$ cat src/rtl/cmd_decoder_pkg.sv
// Shared constants for the Ethernet command decoder: opcodes, frame field
// offsets, status codes and the control FSM state encoding.
package cmd_decoder_pkg;

  localparam int DATA_W  = 8;
  localparam int REG_NUM = 16;
  // Response header bytes carrying real content; the rest is zero padding.
  localparam int HDR_LEN = 27;

  localparam logic [47:0] BCAST_MAC = 48'hFFFF_FFFF_FFFF;

  localparam logic [31:0] OP_WRITE = 32'h5757_5757;
  localparam logic [31:0] OP_READ  = 32'h5252_5252;

  localparam logic [7:0] STAT_OK       = 8'h00;
  localparam logic [7:0] STAT_BAD_ADDR = 8'h01;
  localparam logic [7:0] STAT_BAD_OP   = 8'h02;

  localparam logic [7:0] MAX_ADDR = 8'h0F;

  // Received frame byte offsets (inclusive ranges).
  localparam logic [15:0] OFF_DST_END  = 16'd5;
  localparam logic [15:0] OFF_SRC_END  = 16'd11;
  localparam logic [15:0] OFF_TYPE_END = 16'd13;
  localparam logic [15:0] OFF_OP       = 16'd16;
  localparam logic [15:0] OFF_OP_END   = 16'd19;
  localparam logic [15:0] OFF_ID       = 16'd20;
  localparam logic [15:0] OFF_ADDR     = 16'd21;
  localparam logic [15:0] OFF_DATA     = 16'd22;
  localparam logic [15:0] OFF_DATA_END = 16'd25;

  typedef enum logic [1:0] {
    S_RX    = 2'd0,
    S_DRAIN = 2'd1,
    S_EXEC  = 2'd2,
    S_TX    = 2'd3
  } state_e;

endpackage

$ cat src/rtl/cmd_decoder_top_cmd_resp_tx.sv
// Response serializer: walks a byte pointer over the response header and
// zero padding, presenting one byte per AXI-Stream handshake.
module cmd_resp_tx
  import cmd_decoder_pkg::*;
#(
  parameter logic [47:0] FPGA_MAC     = 48'h5a01_0203_0405,
  parameter int          MIN_RESP_LEN = 60
) (
  input  logic              clk_i,
  input  logic              rst_i,
  input  logic              start_i,
  input  logic [47:0]       src_mac_i,
  input  logic [15:0]       ethertype_i,
  input  logic [31:0]       opcode_i,
  input  logic [7:0]        cmd_id_i,
  input  logic [7:0]        addr_i,
  input  logic [31:0]       data_i,
  input  logic [7:0]        status_i,
  output logic [DATA_W-1:0] tdata_o,
  output logic              tvalid_o,
  output logic              tlast_o,
  input  logic              tready_i,
  output logic              done_o
);

  localparam int                PTR_W    = $clog2(MIN_RESP_LEN);
  localparam logic [PTR_W-1:0]  LAST_PTR = PTR_W'(MIN_RESP_LEN - 1);
  localparam logic [PTR_W-1:0]  HDR_END  = PTR_W'(HDR_LEN);

  logic [PTR_W-1:0]          ptr_q, ptr_d;
  logic                      valid_q, valid_d;
  logic [DATA_W*HDR_LEN-1:0] hdr;
  logic [DATA_W-1:0]         hdr_b [32];
  logic [DATA_W-1:0]         byte_sel;
  logic                      at_last;

  // Header in wire order; byte 0 (reply destination = requester) is the MSB.
  assign hdr = {src_mac_i, FPGA_MAC, ethertype_i, 16'h0000, opcode_i,
                cmd_id_i, addr_i, data_i, status_i};

  // Split the header into an indexable byte table; unused slots read as zero.
  always_comb begin
    for (int i = 0; i < 32; i++) hdr_b[i] = '0;
    for (int i = 0; i < HDR_LEN; i++) hdr_b[i] = hdr[DATA_W*(HDR_LEN-1-i) +: DATA_W];
  end

  assign byte_sel = (ptr_q < HDR_END) ? hdr_b[ptr_q[4:0]] : '0;
  assign at_last  = (ptr_q == LAST_PTR);

  // Pointer/valid update: load on start, advance only on a completed handshake.
  always_comb begin
    ptr_d   = ptr_q;
    valid_d = valid_q;
    if (start_i) begin
      ptr_d   = '0;
      valid_d = 1'b1;
    end else if (valid_q && tready_i) begin
      if (at_last) begin
        ptr_d   = '0;
        valid_d = 1'b0;
      end else begin
        ptr_d = ptr_q + 1'b1;
      end
    end
  end

  // Serializer state; reset drops valid immediately.
  always_ff @(posedge clk_i or posedge rst_i) begin
    if (rst_i) begin
      ptr_q   <= '0;
      valid_q <= 1'b0;
    end else begin
      ptr_q   <= ptr_d;
      valid_q <= valid_d;
    end
  end

  assign tvalid_o = valid_q;
  assign tdata_o  = valid_q ? byte_sel : '0;
  assign tlast_o  = valid_q && at_last;
  assign done_o   = valid_q && tready_i && at_last;

endmodule

$ cat src/rtl/cmd_decoder_top.sv
// Ethernet command decoder: parses addressed command frames, executes
// register reads/writes and hands a response to the serializer.
module cmd_decoder_top
  import cmd_decoder_pkg::*;
#(
  parameter logic [47:0] FPGA_MAC     = 48'h5a01_0203_0405,
  parameter int          MIN_RESP_LEN = 60
) (
  input  logic       gtx_tclk_i,
  input  logic       gtx_tresetn_i,
  input  logic       s_axi_aclk,
  input  logic       s_axi_resetn,
  input  logic       clk_fmc150,
  input  logic       resetn_fmc150,
  input  logic [7:0] gpio_dip_sw,
  output logic [7:0] gpio_led,
  input  logic [7:0] rx_axis_tdata,
  input  logic       rx_axis_tvalid,
  input  logic       rx_axis_tlast,
  output logic       rx_axis_tready,
  output logic [7:0] tx_axis_tdata,
  output logic       tx_axis_tvalid,
  output logic       tx_axis_tlast,
  input  logic       tx_axis_tready,
  output logic       frame_error
);

  state_e      state_q, state_d;
  logic [15:0] idx_q, idx_d;
  logic [47:0] dst_q, dst_d, src_q, src_d;
  logic [15:0] type_q, type_d;
  logic [31:0] op_q, op_d, data_q, data_d, resp_data_q, resp_data_d;
  logic [7:0]  id_q, id_d, addr_q, addr_d, status_q, status_d, cmd_id_q, cmd_id_d;
  logic [31:0] regs_q [REG_NUM];
  logic [31:0] regs_d [REG_NUM];
  logic        frame_error_q, frame_error_d;
  logic        rx_hs, dst_hit, tx_start, tx_done;
  logic [47:0] dst_now;
  logic        unused_ok;

  assign unused_ok = ^{s_axi_aclk, s_axi_resetn, clk_fmc150, resetn_fmc150, gpio_dip_sw[7:1]};

  assign rx_hs   = rx_axis_tvalid && rx_axis_tready;
  // Destination including the byte currently on the bus (complete at byte 5).
  assign dst_now = {dst_q[39:0], rx_axis_tdata};
  assign dst_hit = (dst_now == FPGA_MAC) || (dst_now == BCAST_MAC);

  // FSM state register.
  always_ff @(posedge gtx_tclk_i or posedge gtx_tresetn_i) begin
    if (gtx_tresetn_i) state_q <= S_RX;
    else               state_q <= state_d;
  end

  // FSM next state: drain foreign frames, execute complete addressed ones.
  always_comb begin
    state_d = state_q;
    unique case (state_q)
      S_RX: begin
        if (rx_hs) begin
          if (rx_axis_tlast) begin
            if (idx_q >= OFF_DATA_END) state_d = S_EXEC;
          end else if (idx_q == OFF_DST_END && !dst_hit) begin
            state_d = S_DRAIN;
          end
        end
      end
      S_DRAIN: if (rx_hs && rx_axis_tlast) state_d = S_RX;
      S_EXEC:  state_d = S_TX;
      S_TX:    if (tx_done) state_d = S_RX;
      default: state_d = S_RX;
    endcase
  end

  // FSM outputs: RX accept while receiving/draining, serializer kick in EXEC.
  always_comb begin
    rx_axis_tready = 1'b0;
    tx_start       = 1'b0;
    unique case (state_q)
      S_RX, S_DRAIN: rx_axis_tready = 1'b1;
      S_EXEC:        tx_start       = 1'b1;
      default: ;
    endcase
  end

  // Field capture, frame error detection and command execution.
  always_comb begin
    idx_d         = idx_q;
    dst_d         = dst_q;
    src_d         = src_q;
    type_d        = type_q;
    op_d          = op_q;
    id_d          = id_q;
    addr_d        = addr_q;
    data_d        = data_q;
    resp_data_d   = resp_data_q;
    status_d      = status_q;
    cmd_id_d      = cmd_id_q;
    regs_d        = regs_q;
    frame_error_d = 1'b0;

    if (rx_hs) idx_d = rx_axis_tlast ? 16'd0 : idx_q + 16'd1;

    if (rx_hs && state_q == S_RX) begin
      if (idx_q <= OFF_DST_END)                          dst_d  = dst_now;
      else if (idx_q <= OFF_SRC_END)                     src_d  = {src_q[39:0], rx_axis_tdata};
      else if (idx_q <= OFF_TYPE_END)                    type_d = {type_q[7:0], rx_axis_tdata};
      else if (idx_q >= OFF_OP && idx_q <= OFF_OP_END)   op_d   = {op_q[23:0], rx_axis_tdata};
      else if (idx_q == OFF_ID)                          id_d   = rx_axis_tdata;
      else if (idx_q == OFF_ADDR)                        addr_d = rx_axis_tdata;
      else if (idx_q >= OFF_DATA && idx_q <= OFF_DATA_END) data_d = {data_q[23:0], rx_axis_tdata};

      // Truncated frame that was (or just became) addressed to us.
      if (rx_axis_tlast && idx_q < OFF_DATA_END &&
          (idx_q > OFF_DST_END || (idx_q == OFF_DST_END && dst_hit)))
        frame_error_d = 1'b1;
    end

    if (state_q == S_EXEC) begin
      cmd_id_d = id_q;
      if (op_q != OP_WRITE && op_q != OP_READ) begin
        status_d    = STAT_BAD_OP;
        resp_data_d = '0;
      end else if (addr_q > MAX_ADDR) begin
        status_d    = STAT_BAD_ADDR;
        resp_data_d = '0;
      end else begin
        status_d = STAT_OK;
        if (op_q == OP_WRITE) begin
          regs_d[addr_q[3:0]] = data_q;
          resp_data_d         = data_q;
        end else begin
          resp_data_d = regs_q[addr_q[3:0]];
        end
      end
    end
  end

  // Datapath and register file state; everything clears on reset.
  always_ff @(posedge gtx_tclk_i or posedge gtx_tresetn_i) begin
    if (gtx_tresetn_i) begin
      idx_q         <= '0;
      dst_q         <= '0;
      src_q         <= '0;
      type_q        <= '0;
      op_q          <= '0;
      id_q          <= '0;
      addr_q        <= '0;
      data_q        <= '0;
      resp_data_q   <= '0;
      status_q      <= '0;
      cmd_id_q      <= '0;
      frame_error_q <= 1'b0;
      for (int i = 0; i < REG_NUM; i++) regs_q[i] <= '0;
    end else begin
      idx_q         <= idx_d;
      dst_q         <= dst_d;
      src_q         <= src_d;
      type_q        <= type_d;
      op_q          <= op_d;
      id_q          <= id_d;
      addr_q        <= addr_d;
      data_q        <= data_d;
      resp_data_q   <= resp_data_d;
      status_q      <= status_d;
      cmd_id_q      <= cmd_id_d;
      frame_error_q <= frame_error_d;
      for (int i = 0; i < REG_NUM; i++) regs_q[i] <= regs_d[i];
    end
  end

  assign frame_error = frame_error_q;
  assign gpio_led    = gpio_dip_sw[0] ? regs_q[0][7:0] : cmd_id_q;

  cmd_resp_tx #(
    .FPGA_MAC     (FPGA_MAC),
    .MIN_RESP_LEN (MIN_RESP_LEN)
  ) u_resp_tx (
    .clk_i       (gtx_tclk_i),
    .rst_i       (gtx_tresetn_i),
    .start_i     (tx_start),
    .src_mac_i   (src_q),
    .ethertype_i (type_q),
    .opcode_i    (op_q),
    .cmd_id_i    (id_q),
    .addr_i      (addr_q),
    .data_i      (resp_data_q),
    .status_i    (status_q),
    .tdata_o     (tx_axis_tdata),
    .tvalid_o    (tx_axis_tvalid),
    .tlast_o     (tx_axis_tlast),
    .tready_i    (tx_axis_tready),
    .done_o      (tx_done)
  );

endmodule

$ cat config.mk
export PLATFORM = sky130hd
export DESIGN_NAME = cmd_decoder_top
export DESIGN_NICKNAME = d
export VERILOG_FILES = /design/src/rtl/cmd_decoder_pkg.sv /design/src/rtl/cmd_decoder_top_cmd_resp_tx.sv /design/src/rtl/cmd_decoder_top.sv
export SDC_FILE = /design/constraint.sdc
export NUM_CORES = 1
export LEC_CHECK = 0
export ABC_AREA = 1
export CAP_MARGIN = 20
export CORE_ASPECT_RATIO = 0.7
export CORE_MARGIN = 2
export CORE_UTILIZATION = 68
export DETAILED_ROUTE_END_ITERATION = 6
export PLACE_DENSITY = 0.85
export REMOVE_ABC_BUFFERS = 1
export SYNTH_ARGS = -nofsm -noshare
export SYNTH_HDL_FRONTEND = slang
export SYNTH_SLANG_ARGS = --single-unit
$ cat constraint.sdc
create_clock -name gtx_tclk_i -period 73.2 [get_ports gtx_tclk_i]
set_input_delay 10.98 -clock gtx_tclk_i [delete_from_list [all_inputs] [get_ports gtx_tclk_i]]
set_output_delay 10.98 -clock gtx_tclk_i [all_outputs]
set_load 0.005 [all_outputs]
==> metrics <==
status finished, violations left; failing checks design-rule violations; ANT cells 0; ys async rst share between 90% and 100%; clk slew on worst S/H paths ~60 ps; clock skew about 22 ps; crit path from gpio_dip_sw[0]; DP HPWL between 50 and 60 mm; first-pass GRT wire length roughly 160 mm; Max-slew headroom 26.8%; peak supply drop 20.2 uV; setup slack, reg-to-reg 69360 ps; crit path to gpio_led[2]; fraction of final layout cells sized beyond drive strength 1 around 4.5%; Vias per Instance just over 6; final core utilization ~74%; most frequent cells in the layout 1340 x nand2_1, 762 x dfrtp_1, 600 x o21ai_0; cts hold-fix bufs 0; post-CTS setup buffer count 0; mapped cell area 0.0354 sq mm; Clock Tree Buf Depth 3; P_leak 17.3 nW; Primary FF master, synth dfrtp_1; final worst path period share between 30% and 40%; R2R depth 11; Req. time, crit path approximately 62000 ps; Worst-Skew Late Latency 620 ps; EDFF count, synth 0; H-tree lvl count 3; max-slew violations 0; GRT Total Usage 37.4%; initial antenna violation count 0; total die area ~0.054 sq mm; Die X between 200 and 300 um; fmax ~42 MHz; RSZ-0062 raised after global routing false; Top cell by count, worst path clkdlybuf4s50_1; hold path depth 2; critical path buffer and inverter count 2; drt wl/cell 19.8 um; post-CTS resize count 0; CTS Buf Count slightly above 70; Slew @ Worst Pin around 1100 ps; Die Ht slightly below 200 um; reg2reg start addr_q[0]$_DFFE_PP0P_; critical path, cell by cell clkdlybuf4s50_1 > nor2_1 > a21oi_1 > clkdlybuf4s50_1; DRC viols 3; I/O pin total 45; Mapped Cells ~4400; Vias between 30000 and 40000; final setup fails 0; Worst path slowest cell clkdlybuf4s50_1; CP endpoint kind primary output; vias in the first global route just under 30000; # rows just under 70; reg2reg end resp_data_q[30]$_DFFE_PP0P_; Yosys Warn Count 0; Unique masters post-synth 46; Port Buffers 33; DRT iter0 DRCs 4782; ANT nets after route 0; crit path max fanout 16; Pre-antenna DRT Iters 7; cell family with most CP delay buffers and inverters; Seq/Total Area, Yosys about 54%; HP Class flop to flop; CP peak stage delay just under 900 ps; gp weighted congestion roughly 0.93; fill cell count about 3700; largest net degree at the start of global routing 115; Synth Register Bits 764; CP Data Arrival Time ~13000 ps; Worst setup SP type input pin; setup TNS 0 ps; final hold vios 0; commonest non-fill, non-tap cell in the layout nand2_1; post-synthesis area per instance approximately 8.0 sq um; Sink Count about 760; Core Region 0.0511 sq mm; Worst path depth 4; starting density of the core around 69%; Area Growth Syn to Fin 7.06%; max cap viols 0; total grt overflow 0; fin nets about 4300; final wirelength ~99 mm; kind of critical path input pin to primary output; Period minus WS final approximately 24000 ps; Pwr Density roughly 26 mW/mm^2; total power approximately 1000 uW; CTS tree yes; root buf cell clkbuf_16
[metal layers]
| metal | track usage [%] | wire (um) | vias up |
|---|---|---|---|
| met5 | 0 | 0 | - |
| met4 | 13.1 | 3110 | 0 |
| met3 | 9.82 | 12900 | 234 |
| met2 | 54.1 | 42600 | 1839 |
| met1 | 55.2 | 40800 | 14600 |
| li1 | - | - | 14100 |
[stage by stage]
stage               setup WS [ps]  std cells  hold WS [ps]  area [sq um]
global placement            49660       4896           454         35700
global route                49470       5016           492         37900
finish                      49580       5016           472         37900
detailed placement          49630       4896           459         35700
floorplan                   40780       4145           441         34100
CTS                         49610       5015           474         37900
[synth_stat cells (2+ instances only)]
cell type	instances	area share [%]
inv_1	301	3.2
nor2_2	5	0.088
nand2_2	2	0.035
nor3_2	2	0.057
nor4_1	2	0.035
nor2_4	2	0.064
o21ai_0	600	8.5
nor3b_1	2	0.042
buf_1	19	0.20
ha_1	4	0.14
o22ai_1	18	0.32
o32ai_1	2	0.049
o211ai_1	128	2.7
dfrtp_1	764	54
nand3_1	93	1.3
nor3_1	21	0.30
nor2_1	446	4.7
o221ai_1	4	0.099
nand4_1	24	0.42
nand3_2	6	0.17
a31oi_1	7	0.12
o21ai_1	251	3.5
buf_6	4	0.13
clkbuf_1	179	1.9
nand2_1	1342	14
inv_2	7	0.074
or2_2	6	0.11
o21a_1	2	0.042
a21oi_1	79	1.1
o2111ai_1	2	0.049
clkinv_1	3	0.032
nand3_4	10	0.49
buf_2	86	1.2
buf_4	4	0.085
[sequential cells by signal, indices dropped and copies added, names as in the netlist]
signal and flops:
u_resp_tx.tvalid_o 1, src_q 48, dst_q 40, cmd_id_q 8, idx_q 16, resp_data_q 32
op_q 32, type_q 16, id_q 8, status_q 2, frame_error 1, addr_q 8
regs_q 512, data_q 32, state_q 2, u_resp_tx.ptr_q 6
[worst min path at each step]
stage,startpoint,endpoint
after floorplan,resp_data_q[2]$_DFFE_PP0P_,resp_data_q[2]$_DFFE_PP0P_
after CTS,src_q[17]$_DFFE_PP0P_,src_q[17]$_DFFE_PP0P_
after detailed placement,src_q[15]$_DFFE_PP0P_,src_q[15]$_DFFE_PP0P_
after global placement,src_q[21]$_DFFE_PP0P_,src_q[21]$_DFFE_PP0P_
final,src_q[18]$_DFFE_PP0P_,src_q[18]$_DFFE_PP0P_
after global routing,src_q[21]$_DFFE_PP0P_,src_q[21]$_DFFE_PP0P_
[where the power goes]
part | switching, mW | internal, mW | total, mW
logic | 0.113 | 0.0475 | 0.160
registers | 0.0258 | 0.450 | 0.476
clock network | 0.159 | 0.201 | 0.360
[tightest hold or removal path: cells and delay by family, from the launching register on]
family / cells / cell delay (ps)
AND/OR/NAND/NOR: 2 / 100
flip-flops: 1 / 340
[layout make-up]
type | instances | area (sq um) | share of cell area [%]
clock inverter | 10 | 75.1 | 0.198
multi-input combinational | 3070 | 13900 | 36.6
tap | 674 | 843 | 2.23
timing repair buffer | 78 | 681 | 1.80
sequential | 764 | 19100 | 50.5
clock buffer | 109 | 2110 | 5.57
inverter | 311 | 1180 | 3.11
[kinds of logic after synthesis]
family,count (synthesis),share of synthesized area [%]
flops,764,54.0
compound gates,1097,16.7
simple gates,1968,22.3
fa+ha+maj,4,0.141
xor+xnor,1,0.0247
buf+inv,605,6.90
Power figures use the tool's default switching activity.
